--- src/rtl/pre_pkg.sv ---
// Shared constants for the programmable logic unit:
// mode encodings and common 3-input truth tables.
package pre_pkg;

    localparam logic MODE_PARALLEL = 1'b0;
    localparam logic MODE_STREAM   = 1'b1;

    localparam logic [7:0] TT_MAJ3 = 8'hE8;
    localparam logic [7:0] TT_XOR3 = 8'h96;

endpackage

--- src/rtl/prog_logic_unit_if.sv ---
// Beat bus of the logic unit: input beat in,
// registered result out.
interface prog_logic_unit_if #(
    parameter int N_IN = 3
);
    logic            in_valid;
    logic [N_IN-1:0] a;
    logic            ser_in;
    logic            y;
    logic            y_valid;

    modport master (
        output in_valid,
        output a,
        output ser_in,
        input  y,
        input  y_valid
    );

    modport slave (
        input  in_valid,
        input  a,
        input  ser_in,
        output y,
        output y_valid
    );
endinterface

--- src/rtl/plu_window.sv ---
// Sliding window over the serial stream with a
// saturating fill counter and two flush points.
module plu_window #(
    parameter int N_IN = 3
) (
    input  logic            clk,
    input  logic            rst_n,
    input  logic            shift_en,
    input  logic            ser_in,
    input  logic            pre_flush,
    input  logic            post_flush,
    output logic [N_IN-1:0] win_next,
    output logic            full
);

    localparam int FW = $clog2(N_IN + 1);
    localparam logic [FW-1:0] FILL_MAX = FW'(N_IN);
    localparam logic [FW-1:0] FILL_RDY = FW'(N_IN - 1);

    logic [N_IN-1:0] window;
    logic [N_IN-1:0] win_eff;
    logic [FW-1:0]   fill;
    logic [FW-1:0]   fill_eff;

    // pre_flush empties the window before this beat shifts in
    assign win_eff  = pre_flush ? '0 : window;
    assign fill_eff = pre_flush ? '0 : fill;

    assign win_next = (win_eff << 1) | N_IN'(ser_in);
    assign full     = fill_eff >= FILL_RDY;

    always_ff @(posedge clk or negedge rst_n) begin
        if (!rst_n) begin
            window <= '0;
            fill   <= '0;
        end else if (post_flush) begin
            window <= '0;
            fill   <= '0;
        end else if (shift_en) begin
            window <= win_next;
            fill   <= (fill_eff == FILL_MAX) ? FILL_MAX
                                             : fill_eff + 1'b1;
        end else if (pre_flush) begin
            window <= '0;
            fill   <= '0;
        end
    end

endmodule

--- src/rtl/prog_logic_unit.sv ---
// Registered programmable N-input boolean unit with
// parallel and stream (pattern detect) modes.
module prog_logic_unit
    import pre_pkg::*;
#(
    parameter int                     N_IN     = 3,
    parameter logic [(1<<N_IN)-1:0]   TT_RESET = TT_MAJ3,
    parameter int                     CNT_W    = 8
) (
    input  logic                 clk,
    input  logic                 rst_n,
    input  logic                 cfg_we,
    input  logic [(1<<N_IN)-1:0] cfg_tt,
    input  logic                 mode,
    input  logic                 cnt_clr,
    output logic [CNT_W-1:0]     hit_cnt,
    prog_logic_unit_if.slave     bus
);

    localparam int TT_W = 1 << N_IN;
    localparam logic [CNT_W-1:0] CNT_MAX = '1;

    logic [TT_W-1:0] tt;
    logic            mode_q;
    logic            mode_chg;
    logic            shift_en;
    logic [N_IN-1:0] win_next;
    logic            win_full;
    logic [N_IN-1:0] idx;
    logic            emit;
    logic            res;
    logic            hit;
    logic            y_q;
    logic            yv_q;

    assign mode_chg = mode != mode_q;
    assign shift_en = bus.in_valid && (mode == MODE_STREAM);

    plu_window #(
        .N_IN(N_IN)
    ) u_win (
        .clk        (clk),
        .rst_n      (rst_n),
        .shift_en   (shift_en),
        .ser_in     (bus.ser_in),
        .pre_flush  (mode_chg),
        .post_flush (cfg_we),
        .win_next   (win_next),
        .full       (win_full)
    );

    always_comb begin
        idx  = bus.a;
        emit = 1'b1;
        if (mode == MODE_STREAM) begin
            idx  = win_next;
            emit = win_full;
        end
    end

    // evaluated against the current table, so a
    // same-cycle cfg_we only affects later beats
    assign res = tt[idx];
    assign hit = bus.in_valid && emit && res;

    always_ff @(posedge clk or negedge rst_n) begin
        if (!rst_n) begin
            tt      <= TT_RESET;
            mode_q  <= MODE_PARALLEL;
            y_q     <= 1'b0;
            yv_q    <= 1'b0;
            hit_cnt <= '0;
        end else begin
            if (cfg_we)
                tt <= cfg_tt;
            mode_q <= mode;
            yv_q   <= bus.in_valid && emit;
            if (bus.in_valid && emit)
                y_q <= res;
            if (cnt_clr)
                hit_cnt <= '0;
            else if (hit && hit_cnt != CNT_MAX)
                hit_cnt <= hit_cnt + 1'b1;
        end
    end

    assign bus.y       = y_q;
    assign bus.y_valid = yv_q;

endmodule

--- src/flat_wrapper.sv ---
// flat-port wrapper written by rule: the top's interface ports become plain ports
module prog_logic_unit_flat import pre_pkg::*;
#(
    parameter int                     N_IN     = 3,
    parameter logic [(1<<N_IN)-1:0]   TT_RESET = TT_MAJ3,
    parameter int                     CNT_W    = 8
)
  (clk, rst_n, cfg_we, cfg_tt, mode, cnt_clr, hit_cnt, bus_in_valid, bus_a, bus_ser_in, bus_y, bus_y_valid);
  prog_logic_unit_if #(.N_IN(N_IN)) bus_i ();
  input  logic clk;
  input  logic rst_n;
  input  logic cfg_we;
  input  logic [(1<<N_IN)-1:0] cfg_tt;
  input  logic mode;
  input  logic cnt_clr;
  output logic [CNT_W-1:0] hit_cnt;
  input wire logic [$bits(bus_i.in_valid)-1:0] bus_in_valid;
  input wire logic [$bits(bus_i.a)-1:0] bus_a;
  input wire logic [$bits(bus_i.ser_in)-1:0] bus_ser_in;
  output wire logic [$bits(bus_i.y)-1:0] bus_y;
  output wire logic [$bits(bus_i.y_valid)-1:0] bus_y_valid;
  assign bus_i.in_valid = bus_in_valid;
  assign bus_i.a = bus_a;
  assign bus_i.ser_in = bus_ser_in;
  assign bus_y = bus_i.y;
  assign bus_y_valid = bus_i.y_valid;
  prog_logic_unit #(.N_IN(N_IN), .TT_RESET(TT_RESET), .CNT_W(CNT_W)) u_core (.clk(clk), .rst_n(rst_n), .cfg_we(cfg_we), .cfg_tt(cfg_tt), .mode(mode), .cnt_clr(cnt_clr), .hit_cnt(hit_cnt), .bus(bus_i));
endmodule
--- config.mk ---
export PLATFORM = sky130hd
export DESIGN_NAME = prog_logic_unit_flat
export DESIGN_NICKNAME = d
export VERILOG_FILES = /design/src/rtl/pre_pkg.sv /design/src/rtl/prog_logic_unit_if.sv /design/src/rtl/plu_window.sv /design/src/rtl/prog_logic_unit.sv /design/src/flat_wrapper.sv
export SDC_FILE = /design/constraint.sdc
export NUM_CORES = 1
export LEC_CHECK = 0
export CORE_MARGIN = 10
export CORE_UTILIZATION = 49
export CTS_CLUSTER_DIAMETER = 40
export CTS_CLUSTER_SIZE = 12
export DETAILED_ROUTE_END_ITERATION = 6
export PLACE_DENSITY = 0.82
export SYNTH_ARGS = -nofsm -noshare
export SYNTH_HDL_FRONTEND = slang
export SYNTH_SLANG_ARGS = --single-unit
--- constraint.sdc ---
create_clock -name clk -period 2.7 [get_ports clk]
set_clock_uncertainty 0.2 [all_clocks]
set_input_delay 0.27 -clock clk [delete_from_list [all_inputs] [get_ports clk]]
set_output_delay 0.27 -clock clk [all_outputs]
set_load 0.005 [all_outputs]
### Yosys cells after proc, flatten, opt, wreduce, memory -nomap -nowiden

Cells that the tools add are included.

* register bits after elaboration: 23
* output and inout port bits: 10

* add/subtract/negate cells: 2
* magnitude comparators: 2
* equal/unequal tests: 3
* muxes and demuxes: 13
* bitwise gates (word level): 1
* reductions and logical operators: 5

Operators with widths (count)
* 8-bit two-way mux: 2
* 2-bit two-way mux: 7
* 8-bit by 1-bit adder with 8-bit output (second input constant): 1
* 8-bit inequality test (second input constant): 1
* 1-bit logical AND: 4
* 3-bit by 4-bit < comparator with 1-bit output (second input constant): 1
* 1-bit binary-select mux with 3-bit select: 1
* 3-bit two-way mux: 1
* 3-bit by 1-bit OR with 3-bit output: 1
* 2-bit by 1-bit adder with 2-bit output (second input constant): 1
* 2-bit == test (second input constant): 1
* 2-bit >= comparator (second input constant): 1
* 1-bit two-way mux: 2
* 2-bit nonzero test: 1
* 1-bit inequality test: 1

### Longest topological paths before layout

Gate-level depths: netlist of run 1.

* depth after elaboration: 10
* depth in mapped cells: 7
* gate-level depth less buffers: 7

### By module

From an unflattened synthesis of run 1, not the netlist that was laid out.

* cells, all modules: 126
* area total of the unflattened synthesis: 1270.0 um^2

Modules (own cells, without submodules)
* prog_logic_unit: instances 1, cells an instance 107, area an instance 1073.5 um^2, seq. area each 480.5 um^2
* plu_window: instances 1, cells an instance 19, area an instance 196.4 um^2, seq. area each 100.1 um^2

### Worst setup path before layout of run 1

Ideal clock, no wire load.

* path type: reg2reg
* start: register u_core.mode_q
* end: register u_core.hit_cnt[6]
* library setup time: 94 ps
* arrival: 1737 ps
* setup slack: 669 ps
* stages on the path, launching flop included: 8
* path through: dfrtp_1 -> buf_4 -> and3_2 -> o22ai_1 -> o22a_2 -> nand2_2 -> or4_4 -> a221oi_2

* word-level cells in the longest chain between the ends: 9

Ends and longest elaborated chain
* start: declaration: RTL line prog_logic_unit.sv:24 `logic mode_q;`
* start signal: assignment: RTL line prog_logic_unit.sv:76 `mode_q <= mode;`
* 1-bit inequality test *: RTL line prog_logic_unit.sv:36 `assign mode_chg = mode != mode_q;`
* 2-bit two-way mux: RTL line plu_window.sv:26 `assign win_eff = pre_flush ? '0 : window;`
* 3-bit by 1-bit OR with 3-bit output: RTL line plu_window.sv:29 `assign win_next = (win_eff << 1) | N_IN'(ser_in);`
* 3-bit two-way mux: RTL line prog_logic_unit.sv:55 `if (mode == MODE_STREAM) begin`
* 1-bit binary-select mux with 3-bit select: RTL line prog_logic_unit.sv:63 `assign res = tt[idx];`
* 1-bit two-way mux (not written as such): RTL line prog_logic_unit.sv:63
* 1-bit logical AND *: RTL line prog_logic_unit.sv:64 `assign hit = bus.in_valid && emit && res;`
* 1-bit logical AND *: RTL line prog_logic_unit.sv:82 `else if (hit && hit_cnt != CNT_MAX)`
* 2-bit nonzero test (no line) *
* end signal: assignment: RTL line prog_logic_unit.sv:83 `hit_cnt <= hit_cnt + 1'b1;`
* end: declaration: RTL line prog_logic_unit.sv:16 `output logic [CNT_W-1:0] hit_cnt,`

Mark *: on every way between the ends. The rest lies on a longest branch, timed or not. The select of a mux whose other input is x is not followed.
A chain may end at the register's enable or synchronous reset.

### Worst setup path after layout of run 1

* start: input mode
* end: register u_core.hit_cnt[6]

* word-level cells in the longest chain between the ends: 9

Ends and longest elaborated chain
* start: declaration: RTL line flat_wrapper.sv:14 `input logic mode;`
* 1-bit inequality test: RTL line prog_logic_unit.sv:36
* 2-bit two-way mux: RTL line plu_window.sv:26
* 3-bit by 1-bit OR with 3-bit output: RTL line plu_window.sv:29
* 3-bit two-way mux: RTL line prog_logic_unit.sv:55
* 1-bit binary-select mux with 3-bit select: RTL line prog_logic_unit.sv:63
* 1-bit two-way mux (not written as such): RTL line prog_logic_unit.sv:63
* 1-bit logical AND *: RTL line prog_logic_unit.sv:64
* 1-bit logical AND *: RTL line prog_logic_unit.sv:82
* 2-bit nonzero test (no line) *

Marks and branches as above.

==> flow_summary.yaml, run 1 <==
place:
  place_hpwl_mm: 2.17
  placed_cells_incl_taps: 172
  globalplace.congestion: 0.751
  io_buffers: 27
clock_tree:
  htreeDepth: 1
  cts_tree: "yes"
  cts_resized: 0
  postCtsSetupBuffers: 0
  cts_hold_buf: 0
  clockBufferDepth: 2
  cts_buffers: 3
  clock_latency_ps: 300
  clock-root-buffer: "clkbuf_4"
  clock_sinks: 23
  clkTransAtPathRegs_ps: 130
cells_and_area:
  drive_gt1_share_pct: 21.2
  diodes: 0
  area_delta_synth_final_pct: 26.2
  stdcell_count: 176
  nNetsFinal: 166
timing:
  setup_viol: 0
  hold_violations: 0
  fin_setup_tns_ps: 0
  grt_setup_unrepaired: "no"
  period_share_pct: 87.8
  worst-slew-pin-transition_ps: 494
  slew_headroom_pct: 67.0
  slew_violations: 0
  max_freq_ghz: 0.422
  fin_crit_ps: 2370
yosys:
  async_flop_share_pct: 100
  synth_cell_types: 41
  ys_ff_latch: 23
  synthCells: 117
  synth-edff-count: 0
  ys_seq_area_share_pct: 46.6
  syn_area_sq_um: 1240
  synth.avg_cell_area_sq_um: 10.6
  synth_nets: 136
  synthFlopType: "dfrtp_1"
  yosys_warnings: 0
pwr:
  peakVddDrop_mv: 0.309
  p_leak_nw: 0.643
  p_per_area_nw_per_um2: 426
  finalPower_uw: 669
die:
  rows: 18
  dieHeight_um: 70.4
  dieArea_sq_um: 4960
  die_x_um: 70.4
  ioPinCount: 28
  core_sq_um: 2450
  start_util_pct: 50.7
critical_path:
  crit_path_start: "mode"
  cp_slowest_cell: "clkdlybuf4s50_1"
  cp_max_fo: 13
  start_kind: "input pin"
  critPathMaxStageDelay_ps: 560
  end_kind: "flop"
  r2r_end: "u_core.hit_cnt[5]"
  required_ps: 2730
  crit_path_cell_trace: "clkdlybuf4s50_1 -> buf_4 -> and2b_2 -> o22ai_1 -> o22a_2 -> nand2_2 -> or4_4 -> a221oi_2"
  path_class: "in -> reg"
  rr_worst_depth: 6
  reg2reg_slack_ps: 570
  timing.rr.start: "u_core.mode_q"
  crit_arrival_ps: 2400
route:
  drt_wl_total_mm: 2.77
  antenna_left: 0
  firstDrtPassIters: 4
  viasPerCell: 5.48
  first_iter_violations: 67
  wl_per_cell_um: 15.7
  vias: 964
  drc: 0
global_routing:
  grt_pass1_wl_mm: 4.84
  grt_start_max_net_pins: 24
  grt_pass1_vias: 1093
  track_usage_pct: 11.5
  gr-total-overflow: 0
  grt_antenna_before_repair: 0
job:
  maxCapViolations: 0
status:
  status: "complete, no violations"
worst_hold_path:
  min_path_type: "in -> async"
## cells in the final DEF, fill, tap and decap left out, types with 2 or more instances in the layout
master | Yosys | layout
a211oi_1 | 2 | 2
a21oi_1 | 7 | 7
and2b_2 | 2 | 2
buf_4 | 1 | 3
clkbuf_4 | 0 | 3
clkdlybuf4s50_1 | 0 | 27
dfrtp_1 | 19 | 19
dfstp_2 | 4 | 4
inv_1 | 5 | 5
mux2_1 | 2 | 2
mux2_2 | 8 | 8
mux2i_1 | 4 | 4
nand2_1 | 9 | 9
nand3_1 | 4 | 4
nand4_1 | 2 | 2
nor2_1 | 12 | 12
nor3_1 | 2 | 2
o21ai_0 | 6 | 6
or3_1 | 3 | 3
## where the power goes
part | internal [mW] | leakage [nW] | total (mW) | switching (mW)
Clock | 0.0576 | 0.0150 | 0.161 | 0.104
Combinational | 0.0712 | 0.336 | 0.126 | 0.0551
Sequential | 0.368 | 0.292 | 0.382 | 0.0131
## Yosys cell counts, types with 2 or more instances
| cell type | n | area (sq um) |
|---|---|---|
| inv_1 | 5 | 18.8 |
| dfrtp_1 | 19 | 475 |
| nand2_1 | 9 | 33.8 |
| nand4_1 | 2 | 12.5 |
| mux2i_1 | 4 | 40.0 |
| nor3_1 | 2 | 10.0 |
| buf_1 | 2 | 7.51 |
| a21oi_1 | 7 | 35.0 |
| mux2_2 | 8 | 90.1 |
| a211oi_1 | 2 | 15.0 |
| or3_1 | 3 | 18.8 |
| o21ai_0 | 6 | 30.0 |
| nand3_1 | 4 | 20.0 |
| and2b_2 | 2 | 17.5 |
| dfstp_2 | 4 | 105 |
| mux2_1 | 2 | 22.5 |
| nor2_1 | 12 | 45.0 |
## layer usage
layer	routed length, um	GRT usage [%]	part of all wire [%]
met1	1210	12.8	44
met2	1400	20.2	51
met3	148	3.67	5.3
met4	9	3.51	0.33
met5	0	0	0
## worst max path at each step
stage          slack (ps)  depth (start not counted)           endpoint
2_1_floorplan         670                          7  u_core.hit_cnt[6]
3_5_place_dp           20                          8  u_core.hit_cnt[6]
4_1_cts               330                          8  u_core.hit_cnt[6]
5_1_grt               240                          8  u_core.hit_cnt[5]
3_3_place_gp           70                          8  u_core.hit_cnt[6]
6_report              330                          8  u_core.hit_cnt[6]
## per-stage QoR
stage               utilization (%)  setup slack [ps]  hold slack (ps)  instance area (sq um)
finish                         64.0               329             98.7                   1570
global route                   64.0               241              112                   1570
CTS                            64.0               331              111                   1570
detailed placement             62.9              18.9              273                   1550
global placement               62.9              66.3              265                   1550
floorplan                         -               669             -226                   1240
## state kept, by name (all words and copies together) (netlist names)
signal	cells
u_core.mode_q	1
u_core.hit_cnt	8
u_core.u_win.fill	2
u_core.bus.y	1
u_core.u_win.window	2
u_core.tt	8
u_core.bus.y_valid	1
## worst max-delay path, delay by kind of cell
family	cells	cell delay, ps
buffers and inverters	2	770
AO/OA/AOI/OAI	3	570
AND/OR/NAND/NOR	3	790
## final cells by class
| class | instances | area, sq um |
|---|---|---|
| Tap cell | 30 | 37.5 |
| Multi-Input combinational cell | 84 | 616 |
| Inverter | 5 | 18.8 |
| Clock buffer | 4 | 26.3 |
| Fill cell | 206 | 883 |
| Timing Repair Buffer | 30 | 293 |
| Sequential cell | 23 | 581 |
## cells by family (layout without fill, tap and decap cells)
kind of cell	Yosys count	after routing	synth area share (%)
xor gates and xnor gates	1	1	0.704
and+or+nand+nor	42	42	19.1
muxes	15	15	14.1
DFF	23	23	46.6
adders and majority gates	1	1	1.00
buffers and inverters	10	39	3.92
AOI/OAI and AO/OA	25	25	14.6
Power figures use the tool's default switching activity.
==> inputs of run 2 (changes only) <==
--- a/config.mk
+++ b/config.mk
@@ -6,11 +6,11 @@
 export NUM_CORES = 1
 export LEC_CHECK = 0
 export CORE_MARGIN = 10
-export CORE_UTILIZATION = 49
+export CORE_UTILIZATION = 53
 export CTS_CLUSTER_DIAMETER = 40
 export CTS_CLUSTER_SIZE = 12
 export DETAILED_ROUTE_END_ITERATION = 6
-export PLACE_DENSITY = 0.82
+export PLACE_DENSITY = 0.88
 export SYNTH_ARGS = -nofsm -noshare
 export SYNTH_HDL_FRONTEND = slang
 export SYNTH_SLANG_ARGS = --single-unit
==> constraint.sdc (replaced) <==
create_clock -name clk -period 3 [get_ports clk]
set_clock_uncertainty 0.2 [all_clocks]
set_input_delay 0.3 -clock clk [delete_from_list [all_inputs] [get_ports clk]]
set_output_delay 0.3 -clock clk [all_outputs]
set_load 0.005 [all_outputs]
==> run 2 against run 1 <==
Against the previous run: worst hold slack better by 210 ps; critical endpoint unchanged; first-iteration DRC count increased by 22%; die area shrank 5.4%; routed wire length decreased by 1.2%.
==> flow_summary.yaml, run 2 (synthesis gave the netlist of run 1 again) <==
pwr:
  swShare_pct: 26.0
  p_seq_share_pct: 57.0
  p_leak_nw: 0.646
  p_clk_share_pct: 24.0
  comb_power_share_pct: 18.9
  peakVddDrop_mv: 0.414
  internal_power_uw: 446
  p_per_area_nw_per_um2: 383
  p_sw_uw: 156
global_routing:
  gr-total-overflow: 0
  track_usage_pct: 13.2
  use_met1_pct: 16.3
  grt_pass1_wl_mm: 4.81
  grtUsageMet3_pct: 2.77
  grt_start_max_net_pins: 24
  grt_pass1_vias: 1064
  grt-busiest-layer: "met2"
  met2_usage_pct: 21.8
  grt_antenna_before_repair: 0
cells_and_area:
  stdcell_count: 174
  area_delta_synth_final_pct: 26.1
  layout_commonest_cell: "clkdlybuf4s50_1"
  nNetsFinal: 166
  top_regs: "u_core.hit_cnt (8), u_core.tt (8)"
  drive_gt1_share_pct: 21.9
  layout_common_cells: "clkdlybuf4s50_1, dfrtp_1, nor2_1"
  diodes: 0
  nFillCells: 165
clock_tree:
  clock_sinks: 23
  cts_hold_buf: 0
  clockBufferDepth: 2
  htreeDepth: 1
  postCtsSetupBuffers: 0
  cts_resized: 0
  cts_buffers: 3
  clkTransAtPathRegs_ps: 120
  clock_latency_ps: 310
  cts_tree: "yes"
  clock-root-buffer: "clkbuf_4"
place:
  io_buffers: 27
  globalplace.congestion: 0.725
  place_hpwl_mm: 2.07
  placed_cells_incl_taps: 170
timing:
  slew_headroom_pct: 34.0
  fin_setup_tns_ps: 0
  slew_violations: 0
  setup_viol: 0
  grt_setup_unrepaired: "no"
  max_freq_ghz: 0.419
  period_share_pct: 79.5
  fin_crit_ps: 2380
  worst-slew-pin-transition_ps: 987
  hold_violations: 0
worst_hold_path:
  min_path_type: "reg -> reg"
die:
  ioPinCount: 28
  start_util_pct: 55.7
  dieArea_sq_um: 4690
  rows: 17
  dieHeight_um: 68.5
  core_sq_um: 2230
  die_x_um: 68.5
critical_path:
  crit_arrival_ps: 2420
  end_kind: "flop"
  cp_max_fo: 4
  start_kind: "input pin"
  path_class: "in -> reg"
  required_ps: 3030
route:
  antenna_left: 0
  drc: 0
  first_iter_violations: 82
  firstDrtPassIters: 4
  wl_per_cell_um: 15.7
  viasPerCell: 5.64
  vias: 982
  drt_wl_total_mm: 2.74
status:
  status: "complete, no violations"
job:
  maxCapViolations: 0
## run 2: changes by cell type in the layout (fill, tap and decap cells not counted)
cell / previous run / this run
clkbuf_1: 1 / 0
clkinv_2: 0 / 1
## run 2: cell type report
type,count,area [sq um],share of cell area (%)
Multi-Input combinational cell,84,616,39.2
Sequential cell,23,581,37.0
Timing Repair Buffer,30,293,18.6
Tap cell,28,35.0,2.23
Clock buffer,3,22.5,1.43
Inverter,5,18.8,1.20
Clock inverter,1,5.00,0.319
## run 2: power by group through the flow
stage / clock (mW) / sequential (mW) / combinational [mW]
finish: 0.145 / 0.343 / 0.114
global route: 0.163 / 0.346 / 0.126
CTS: 0.151 / 0.343 / 0.116
detailed placement: 0 / 0.349 / 0.115
global placement: 0 / 0.349 / 0.111
floorplan: 0 / 0.346 / 0.0653
## run 2: through the flow
stage	worst slack (ps)	area, sq um	hold WS [ps]	power, mW	utilization (%)
6_report	615	1570	304	0.602	70.3
3_3_place_gp	378	1540	270	0.460	69.1
5_1_grt	461	1570	333	0.634	70.3
3_5_place_dp	272	1540	278	0.464	69.1
2_1_floorplan	969	1240	-196	0.411	-
4_1_cts	620	1570	308	0.610	70.3
## run 2: worst paths after layout
check	from	end	slack (ps)	cells past startpoint
max in group asynchronous	rst_n	u_core.tt[6]	1610	2
min in group asynchronous	rst_n	u_core.u_win.window[0]	310	1
worst min-delay path	u_core.bus.y	u_core.bus.y	300	1
worst max-delay path	mode	u_core.hit_cnt[6]	620	7
worst max register to register	u_core.mode_q	u_core.hit_cnt[6]	830	6
worst min register to register	u_core.bus.y	u_core.bus.y	300	1
## run 2: worst max-delay path: stages
cell and delay (ps):
clkdlybuf4s50_1 580, mux2i_4 350, mux2i_1 160, a22oi_4 240, nand2_2 80, or4_4 480
a221oi_2 230
## run 2: layer usage
metal,wire [um],up-vias
met1,1190,479
li1,-,477
met2,1380,21
met5,0,-
met3,127,5
met4,42,0
